<file path="src/rtl/turn_sequencer_pkg.sv">
// turn_pkg: shared state encoding and player/colour helpers for the turn sequencer.
package turn_pkg;
  typedef enum logic [1:0] {IDLE, WAIT_MOVE, WAIT_CHECK, GAME_OVER} state_e;
  localparam int COLOR_NONE = 0;
  function automatic int player_to_color(input int idx);
    return idx + 1;
  endfunction
  function automatic int next_player(input int idx, input int n);
    return (idx >= n - 1) ? 0 : idx + 1;
  endfunction
endpackage

</file>
<file path="src/rtl/turn_sequencer_move_timer.sv">
// move_timer: counts cycles while enabled and pulses expire on the last allowed cycle.
module move_timer #(
  parameter int TIMEOUT_CYCLES = 0
) (
  input  logic clk,
  input  logic reset,
  input  logic clear,
  input  logic enable,
  output logic expire
);
  localparam int TW = TIMEOUT_CYCLES > 1 ? $clog2(TIMEOUT_CYCLES) : 1;
  logic [TW-1:0] cnt_q, cnt_d;
  // A zero timeout never expires, so the counter is left free-running and unobserved.
  assign expire = (TIMEOUT_CYCLES > 0) && enable && (cnt_q == TW'(TIMEOUT_CYCLES - 1));
  assign cnt_d = (clear || expire) ? '0 : enable ? cnt_q + 1'b1 : cnt_q;
  always_ff @(posedge clk or posedge reset)
    if (reset) cnt_q <= '0;
    else cnt_q <= cnt_d;
endmodule

</file>
<file path="src/rtl/turn_sequencer.sv">
// turn_sequencer: N-player turn tracking with move/verdict handshake, win/draw freeze and move timeout.
module turn_sequencer
  import turn_pkg::*;
#(
  parameter int NUM_PLAYERS    = 2,
  parameter int FIRST_PLAYER   = 0,
  parameter int COLOR_W        = 2,
  parameter int COUNT_W        = 6,
  parameter int TIMEOUT_CYCLES = 0,
  localparam int PW = NUM_PLAYERS > 1 ? $clog2(NUM_PLAYERS) : 1
) (
  input  logic               clk,
  input  logic               reset,
  input  logic               start,
  input  logic               move_valid,
  output logic               move_ready,
  input  logic               check_done,
  input  logic               check_win,
  input  logic               check_draw,
  output logic [PW-1:0]      turn_player,
  output logic [COLOR_W-1:0] turn_color,
  output logic [COUNT_W-1:0] turn_count,
  output logic               timeout_skip,
  output logic               game_over,
  output logic               winner_valid,
  output logic [PW-1:0]      winner
);
  state_e             state_q;
  logic [PW-1:0]      player_q, winner_q, player_adv;
  logic [COUNT_W-1:0] count_q, count_inc;
  logic               winner_valid_q, skip_q, in_move, restart, expire;
  assign in_move    = state_q == WAIT_MOVE;
  assign restart    = start && (state_q == IDLE || state_q == GAME_OVER);
  assign player_adv = PW'(next_player(int'(player_q), NUM_PLAYERS));
  assign count_inc  = (&count_q) ? count_q : count_q + 1'b1;
  move_timer #(.TIMEOUT_CYCLES(TIMEOUT_CYCLES)) u_timer (
    .clk    (clk),
    .reset  (reset),
    .clear  (restart || (in_move && move_valid)),
    .enable (in_move),
    .expire (expire)
  );
  always_ff @(posedge clk or posedge reset) begin
    if (reset) begin
      state_q        <= IDLE;
      player_q       <= PW'(FIRST_PLAYER);
      count_q        <= '0;
      winner_q       <= '0;
      winner_valid_q <= 1'b0;
      skip_q         <= 1'b0;
    end else begin
      skip_q <= 1'b0;
      case (state_q)
        IDLE, GAME_OVER:
          if (start) begin
            state_q        <= WAIT_MOVE;
            player_q       <= PW'(FIRST_PLAYER);
            count_q        <= '0;
            winner_q       <= '0;
            winner_valid_q <= 1'b0;
          end
        WAIT_MOVE:
          if (move_valid) state_q <= WAIT_CHECK;
          else if (expire) begin
            player_q <= player_adv;
            skip_q   <= 1'b1;
          end
        WAIT_CHECK:
          if (check_done) begin
            if (check_win) begin
              state_q        <= GAME_OVER;
              winner_q       <= player_q;
              winner_valid_q <= 1'b1;
            end else if (check_draw) state_q <= GAME_OVER;
            else begin
              state_q  <= WAIT_MOVE;
              player_q <= player_adv;
              count_q  <= count_inc;
            end
          end
        default: state_q <= IDLE;
      endcase
    end
  end
  assign move_ready   = in_move;
  assign turn_player  = player_q;
  assign turn_color   = (state_q == WAIT_MOVE || state_q == WAIT_CHECK) ?
                        COLOR_W'(player_to_color(int'(player_q))) : COLOR_W'(COLOR_NONE);
  assign turn_count   = count_q;
  assign timeout_skip = skip_q;
  assign game_over    = state_q == GAME_OVER;
  assign winner_valid = winner_valid_q;
  assign winner       = winner_q;
endmodule

</file>
<file path="config.mk">
export PLATFORM = sky130hd
export DESIGN_NAME = turn_sequencer
export DESIGN_NICKNAME = d
export VERILOG_FILES = /design/src/rtl/turn_sequencer_pkg.sv /design/src/rtl/turn_sequencer_move_timer.sv /design/src/rtl/turn_sequencer.sv
export SDC_FILE = /design/constraint.sdc
export NUM_CORES = 1
export LEC_CHECK = 0
export CORE_UTILIZATION = 46
export DETAILED_ROUTE_END_ITERATION = 7
export PLACE_DENSITY_LB_ADDON = 0.08
export REMOVE_ABC_BUFFERS = 1
export SYNTH_ARGS = -nofsm -noshare
export SYNTH_HDL_FRONTEND = slang
export SYNTH_SLANG_ARGS = --single-unit
</file>
<file path="constraint.sdc">
create_clock -name clk -period 2.8 [get_ports clk]
set_clock_uncertainty 0.15 [all_clocks]
set_input_delay 0.28 -clock clk [delete_from_list [all_inputs] [get_ports clk]]
set_output_delay 0.28 -clock clk [all_outputs]
set_load 0.005 [all_outputs]
</file>
==> results.md, run 1 <==
- The TritonCTS buffer count is 3.
- For this run, global-route usage on met2 was measured as 24.5%.
- After clock tree synthesis, the repair step resized 0 gates.
- The finished cells cover 982 sq um.
- The routed via count is 675.
- The data arrival time of the worst path is 2290 ps.
- No sink is reached through more buffers than the 2 on the longest clock path.
- The mapped netlist covers 773 sq um.
- In the final design database the tool counted 117 nets.
- The remaining global-route overflow is 0.
- The number of failing hold endpoints at the final stage is 0.
- Max-cap violations in this run came to 0.
- The total iterations of the first detailed-routing run is 6.
- The remaining routing DRC violations is 0.
- Of the post-synthesis cell area, the part taken by muxes is 4.05%.
- The worst-case IR drop observed on VDD is 0.000416 V.
- CTS placed an instance of sky130_fd_sc_hd__clkbuf_4 at the clock tree root.
- After Yosys synthesis, XOR and XNOR cells account for 0% of the synthesized area.
- Broken down by cell family, the worst path's largest delay share belongs to compound AO/OA/AOI/OAI gates.
- The hold-fix buffer count after cts is 0.
- During synthesis, Yosys emitted a total of 0 warnings.
- At the end of routability-driven placement, the weighted congestion stood at 0.803.
- The number of H-tree levels is 1.
- The number of port buffers is 19.
- After detailed placement, the total cell area comes to 956 sq um.
- The clock-pin slew reported for the worst setup and hold paths after clock tree synthesis is 80 ps.
- The most crowded layer after global routing is met1.
- Adding up every negative setup slack in the final design gives 0 ps.
- Once layout is complete, the utilization of the core stands at 63.7%.
- The per-cell via count in the routed design is 5.67.
- The fraction of final layout cells sized beyond drive strength 1 is 8.74%.
- Entering global routing, the biggest net connects 15 pins.
- The part of the cycle the worst path needs is 81.8%.
- The worst setup path is captured at a register.
- The detail-routed net length per standard cell is 12.9 um.
- The cell with the biggest individual delay on the critical path is sky130_fd_sc_hd__dfrtp_1.
- The max-slew violation total from the final report is 0.
- Synthesis instantiated 36 different standard cells from the library.
- The global-route wire length before repair is 2.50 mm.
- For this run, global-route usage on met3 was measured as 5.11%.
- Summing the sequential cell areas from Yosys gives 35.6% of the chip area.
- The static leakage power is 0.440 nW.
- The clock insertion delay at the later pin of the skew report is 270 ps.
- Counting flops and latches in the post-synthesis netlist gives 11.
- Walking the worst path, the cells encountered are inv_1 -> ha_1 -> nor2b_1 -> a211o_4 -> or2_0 -> a211o_1.
- The longest individual stage delay on the worst path is 400 ps.
- The total power of the final layout is 0.719 mW.
- The type of the tightest min-delay check is input pin to async pin.
- Of the total synthesized cell area, the portion taken by AND, OR, NAND and NOR gates is 22.2%.
- The number of global-route vias before repair is 563.
- Once detail routing completed, the nets flagged for antenna violations numbered 0.
- The number of buffers and inverters on the critical path is 1.
- TritonCTS built the clock tree.
- Power spread over the standard cell area amounts to 732 mW/mm^2.
- The clock net sink count is 11.
- Data on the critical path is required at its endpoint by 2800 ps.
- Setup slack closes at 510 ps.
- The commonest non-fill, non-tap cell in the layout is sky130_fd_sc_hd__clkdlybuf4s50_1.
- The synthesized netlist devotes 21.0% of its cell area to compound gates.
- The total number of cells along the worst setup path is 6.
- The number of cell instances on the worst register-to-register path is 6.
- Post-CTS timing repair inserted 0 buffers for setup.
- The placeable core area is 0.00154 sq mm.
- In the global route stage, met1 resource usage came out at 26.8%.
- The final layout contains routed wiring with a total length of 1.53 mm.
- The maximum fanout along the worst path is 7.
- 0 antenna diodes ended up in the layout.
- The floorplan die width is 43 um.
- The largest family of logic cells by synthesized area is simple AND/OR/NAND/NOR gates.
- Subtracting the final worst setup slack from the clock period gives 2290 ps.
- The number of antenna violations at the first check in global routing is 0.
- The total global routing track utilization is 18.4%.
- After Yosys synthesis, full adders, half adders and majority gates account for 9.71% of the synthesized area.
- The growth of design area from synthesis to finish is 27.0%.
- The type of origin of the critical path is a register.
- The startpoint-to-endpoint class of the critical path is register to register.
- From bottom edge to top edge, the die measures 43 um.
- Pin placement for this block handled 21 I/O pins.
- Synthesis handed over a netlist of 84 instances.
- The number of rows created at floorplan is 14.
- The achievable frequency is 437 MHz.
- The setup-violating endpoint count in the final report is 0.
- Setup repair after global routing left no endpoint under its margin.
- The layout has 142 filler cells.
- The minimum setup slack after placement is 506 ps.
- The top cell types in the final layout, fill and taps aside, are 19 x sky130_fd_sc_hd__clkdlybuf4s50_1, 11 x sky130_fd_sc_hd__dfrtp_1, 8 x sky130_fd_sc_hd__nor2_1.
- The overall die area is 0.00185 sq mm.
- The initial standard-cell utilization of the core is 50.2%.
- The post-synthesis area per instance is 9.21 sq um.
- The run finished with clean final reports.
- For this block, the initial DRC count from the detailed router was 7.
- The HPWL reported at the end of detailed placement is 1.13 mm.
-- state kept, by name (all words and copies together) (netlist names) --
signal and cells:
winner_valid 1, state_q 2, turn_count 6, turn_player 1, winner 1
-- final cells by class --
class                   count  area (sq um)  area share (%)
well taps                  16          20.0            2.04
clock buffers               4          26.3            2.68
flip-flops and latches     11           275            28.0
repair buffers             19           190            19.4
inverters                   7          26.3            2.68
multi-input cells          62           444            45.2
-- cells by family (layout without fill, tap and decap cells) --
| family | after synthesis | count (layout) |
|---|---|---|
| adder cells (fa/ha/maj) | 6 | 6 |
| flip-flops | 11 | 11 |
| AND/OR/NAND/NOR | 31 | 31 |
| buffers and inverters | 11 | 30 |
| AO/OA/AOI/OAI | 21 | 21 |
| multiplexers | 3 | 3 |
| other | 1 | 1 |
-- where the power goes --
group	total, mW	internal (mW)	switching (mW)	leakage [nW]
Clock	0.114	0.0552	0.0587	0.0150
Sequential	0.213	0.186	0.0274	0.150
Combinational	0.392	0.196	0.196	0.275
-- path summary, 6_finish.rpt --
path	from	to	slack (ps)
min	reset	turn_player	140
max in group asynchronous	reset	turn_count[0]	2050
min in group clk	winner_valid	winner_valid	370
max	state_q[0]	turn_count[4]	510
max reg2reg	state_q[0]	turn_count[4]	510
min reg2reg	winner_valid	winner_valid	370
-- per-layer routing --
| layer | wire length (um) | part of all wire (%) |
|---|---|---|
| met1 | 785 | 51 |
| met2 | 632 | 41 |
| met3 | 84 | 5.5 |
| met4 | 29 | 1.9 |
| met5 | 0 | 0 |
-- synth_stat cells --
| library cell | n | area share [%] |
|---|---|---|
| sky130_fd_sc_hd__and4bb_2 | 1 | 1.6 |
| sky130_fd_sc_hd__o311ai_1 | 1 | 1.1 |
| sky130_fd_sc_hd__conb_1 | 1 | 0.48 |
| sky130_fd_sc_hd__a21o_1 | 1 | 0.97 |
| sky130_fd_sc_hd__o21ai_0 | 4 | 2.6 |
| sky130_fd_sc_hd__o32ai_1 | 2 | 2.3 |
| sky130_fd_sc_hd__and3_1 | 1 | 0.81 |
| sky130_fd_sc_hd__o22ai_1 | 1 | 0.81 |
| sky130_fd_sc_hd__mux2_2 | 1 | 1.5 |
| sky130_fd_sc_hd__nor4b_1 | 1 | 1.1 |
| sky130_fd_sc_hd__o221ai_1 | 1 | 1.1 |
| sky130_fd_sc_hd__nand2b_4 | 1 | 1.8 |
| sky130_fd_sc_hd__a21oi_1 | 3 | 1.9 |
| sky130_fd_sc_hd__nor3_1 | 1 | 0.65 |
| sky130_fd_sc_hd__mux2i_1 | 2 | 2.6 |
| sky130_fd_sc_hd__inv_1 | 7 | 3.4 |
| sky130_fd_sc_hd__buf_4 | 1 | 0.97 |
| sky130_fd_sc_hd__clkbuf_1 | 1 | 0.48 |
| sky130_fd_sc_hd__nor2b_1 | 2 | 1.6 |
| sky130_fd_sc_hd__buf_6 | 1 | 1.5 |
| sky130_fd_sc_hd__a211o_4 | 1 | 2.3 |
| sky130_fd_sc_hd__a22o_2 | 1 | 1.3 |
| sky130_fd_sc_hd__ha_1 | 6 | 9.7 |
| sky130_fd_sc_hd__nand2_1 | 7 | 3.4 |
| sky130_fd_sc_hd__dfrtp_1 | 11 | 36 |
| sky130_fd_sc_hd__buf_2 | 1 | 0.65 |
| sky130_fd_sc_hd__o211ai_1 | 1 | 0.97 |
| sky130_fd_sc_hd__o2bb2ai_1 | 1 | 1.1 |
| sky130_fd_sc_hd__a211o_1 | 3 | 3.4 |
| sky130_fd_sc_hd__nand3b_1 | 1 | 0.97 |
| sky130_fd_sc_hd__o41ai_1 | 1 | 1.1 |
| sky130_fd_sc_hd__nor2_1 | 8 | 3.9 |
| sky130_fd_sc_hd__nand3_1 | 5 | 3.2 |
| sky130_fd_sc_hd__or2_0 | 1 | 0.81 |
| sky130_fd_sc_hd__or3b_2 | 1 | 1.1 |
| sky130_fd_sc_hd__nand4b_1 | 1 | 1.1 |
-- through the flow --
step                      hold WS, ps  std cells
final                             142        119
after detailed placement          350        115
after CTS                         160        119
after floorplan                 -17.6         80
after global routing              183        119
after global placement            343        115
No activity file was read; power rests on OpenSTA's default activity.
==> run 2: changes to the inputs <==
--- a/config.mk
+++ b/config.mk
@@ -5,7 +5,7 @@
 export SDC_FILE = /design/constraint.sdc
 export NUM_CORES = 1
 export LEC_CHECK = 0
-export CORE_UTILIZATION = 46
+export CORE_UTILIZATION = 42
 export DETAILED_ROUTE_END_ITERATION = 7
 export PLACE_DENSITY_LB_ADDON = 0.08
 export REMOVE_ABC_BUFFERS = 1
==> constraint.sdc (replaced) <==
create_clock -name clk -period 2.1 [get_ports clk]
set_clock_uncertainty 0.15 [all_clocks]
set_input_delay 0.21 -clock clk [delete_from_list [all_inputs] [get_ports clk]]
set_output_delay 0.21 -clock clk [all_outputs]
set_load 0.005 [all_outputs]
==> run 2 against run 1 <==
Effect of this change: first-iteration DRC count rose to 2.7 times the previous value; clock power rose by 24%; utilization rose by 0.20 points; critical endpoint is now move_ready; largest cell class unchanged.
==> results.md, run 2 (synthesis gave the netlist of run 1 again) <==
- The placeable core area is 0.00173 sq mm (+12%).
- The total instance count after detailed placement was 136 (+18%).
- The area growth from synthesis to layout is 42.7%.
- The part of the cycle the worst path needs is 95.0%.
- In the layout the commonest cells are 17 x sky130_fd_sc_hd__clkdlybuf4s50_1, 12 x sky130_fd_sc_hd__buf_4, 11 x sky130_fd_sc_hd__dfrtp_1.
- The required time of the critical path was 1740 ps (-1060 ps).
- The run finished with clean final reports.
- The minimum setup slack after placement is 12.5 ps (-493 ps).
- Leaving out fill and tap cells, the most frequent cell in the layout is sky130_fd_sc_hd__clkdlybuf4s50_1.
- The max-slew violation total from the final report is 0 (unchanged).
- Setup repair after global routing left no endpoint under its margin.
- The power per standard cell area was 993 mW/mm^2 (+36%).
- The element type at the critical path end is a primary output.
- The total global routing track utilization is 19.4% (+1.0 points).
- The number of port buffers is 19 (unchanged).
- The clock net sink count is 11 (unchanged).
- The I/O pin total was 21 (unchanged).
- The setup-violating endpoint count in the final report is 0 (unchanged).
- The number of antenna violations at the first check in global routing is 0 (unchanged).
- The final estimated routing congestion in global placement is 0.816 (+1.6%).
- The core utilization of the finished layout is 63.9% (+0.20 points).
- The max-capacitance violation count is 0 (unchanged).
- The fraction of final layout cells sized beyond drive strength 1 is 20.9% (+12 points).
- The floorplan die width is 44.9 um (+4.4%).
- The y dimension of the die is 44.9 um (+4.4%).
- The per-cell via count in the routed design is 5.29 (-6.8%).
- The maximum fanout along the worst path is 5 (-2).
- The number of global-route vias before repair is 684 (+21%).
- The static leakage power was 0.525 nW (+19%).
- The pin count of the biggest net entering global routing is 12 (-3).
- The number of rows created at floorplan was 15 (+1).
- The total power of the final layout is 1.10 mW (+52%).
- The hold-fix buffer count after cts is 0 (unchanged).
- The number of buffers added for setup after CTS is 0 (unchanged).
- The maximum clock path buffer count is 2 (unchanged).
- The detail-routed net length per standard cell is 12.0 um (-6.7%).
- The largest voltage drop on the vdd net is 0.000573 V (+37%).
- The routed via count was 740 (+9.6%).
- The DRC violation total after the first TritonRoute iteration came to 19 (+12).
- The overall die area is 0.00202 sq mm (+9.1%).
- The number of cell instances on the worst register-to-register path is 6 (unchanged).
- The routed wire length came to 1.68 mm (+9.7%).
- TritonCTS built the clock tree.
- The residual antenna-violating net count after detailed routing was 0 (unchanged).
- The HPWL reported at the end of detailed placement came to 1.30 mm (+16%).
- The remaining global-route overflow is 0 (unchanged).
- The setup slack after layout is 105 ps (-405 ps).
- The clock insertion delay at the later pin of the skew report is 270 ps (about the same).
- The startpoint-to-endpoint class of the critical path is register to primary output.
- The TritonCTS buffer count is 3 (unchanged).
- The achievable frequency is 501 MHz.
- The clock period minus worst slack is 2000 ps.
- The clock-pin slew reported for the worst setup and hold paths after clock tree synthesis is 70 ps (about the same).
- The number of flip-flops under the largest register name is 6 (unchanged).
- The data arrival time of the worst path is 1640 ps (-650 ps).
- The number of antenna cells inserted is 0 (unchanged).
- The number of non-filler instances in the completed layout is 140 (+18%).
- The worst setup path is launched from a register.
- The count of nets after finishing is 129 (+10%).
- The aggregate negative setup slack is 0 ps (unchanged).
- The remaining routing DRC violations is 0 (unchanged).
- The cell at the root of the clock tree is sky130_fd_sc_hd__clkbuf_4.
- The number of H-tree levels was 1 (unchanged).
- The number of failing hold endpoints at the final stage came to 0 (unchanged).
- The global-route wire length before repair is 2.79 mm (+12%).
- The total iterations of the first detailed-routing run is 4 (-2).
- The min-delay analysis places its worst path in the category input pin to async pin.
- The initial standard-cell utilization of the core is 44.8% (-5.4 points).
run 2: changes by cell type in the layout (fill, tap and decap cells not counted), sizes merged:
cell           delta
clkdlybuf4s50     -2
buf              +12
dlymetal6s2s      +2
run 2: final timing paths:
| kind | end | slack, ps | startpoint |
|---|---|---|---|
| setup / recovery | move_ready | 100 | state_q[1] |
| hold / removal | winner_valid | 80 | reset |
| setup reg to reg | turn_count[5] | 140 | state_q[0] |
| hold reg to reg | winner_valid | 370 | winner_valid |
| max in group asynchronous | state_q[0] | 1420 | reset |
| min in group clk | winner_valid | 370 | winner_valid |
run 2: per-layer routing:
metal  global-route usage, %  vias up  routed length (um)
met2                    33.2       20                 838
met3                    2.80        5                  80
met4                    12.1        0                  36
met1                    22.8      347                 727
met5                       0        -                   0
li1                        -      368                   -
run 2: area by class of cell:
cell class | count | area (sq um)
tap | 25 | 31.3
timing repair buffer | 31 | 285
inverter | 7 | 26.3
clock buffer | 4 | 26.3
fill | 165 | 623
sequential | 11 | 275
multi-input combinational | 62 | 459
run 2: timing repair:
item | in CTS | in global routing
resized for setup | 1 | 5
pin swaps | 0 | 0
setup endpoints to repair | 4 | 7
endpoints found under the hold margin | 0 | 0
run 2: worst max-delay path, cell delays in order, from the launching register on:
cell                              delay [ps]
sky130_fd_sc_hd__dfrtp_1                 400
sky130_fd_sc_hd__buf_4                   150
sky130_fd_sc_hd__inv_1                    90
sky130_fd_sc_hd__ha_2                    220
sky130_fd_sc_hd__clkdlybuf4s50_1         510
run 2: power breakdown:
group          leakage [nW]  internal, mW  switching, mW
clock                0.0150        0.0736         0.0674
combinational         0.361         0.370          0.306
sequential            0.150         0.248         0.0311
total                 0.525         0.691          0.405
run 2: metrics by stage:
stage / cell area [sq um] / hold slack (ps)
4_1_cts: 1100 / 82.5
5_1_grt: 1100 / 116
6_report: 1100 / 77.4
2_1_floorplan: 746 / -87.6
3_5_place_dp: 1060 / 358
3_3_place_gp: 1060 / 343
==> run 3: changes to the inputs <==
--- a/config.mk
+++ b/config.mk
@@ -6,6 +6,7 @@
 export NUM_CORES = 1
 export LEC_CHECK = 0
 export CORE_UTILIZATION = 42
+export CTS_CLUSTER_SIZE = 14
 export DETAILED_ROUTE_END_ITERATION = 7
 export PLACE_DENSITY_LB_ADDON = 0.08
 export REMOVE_ABC_BUFFERS = 1
==> results of run 3 <==
Final layout, timing and power as in run 2 (identical DEF).
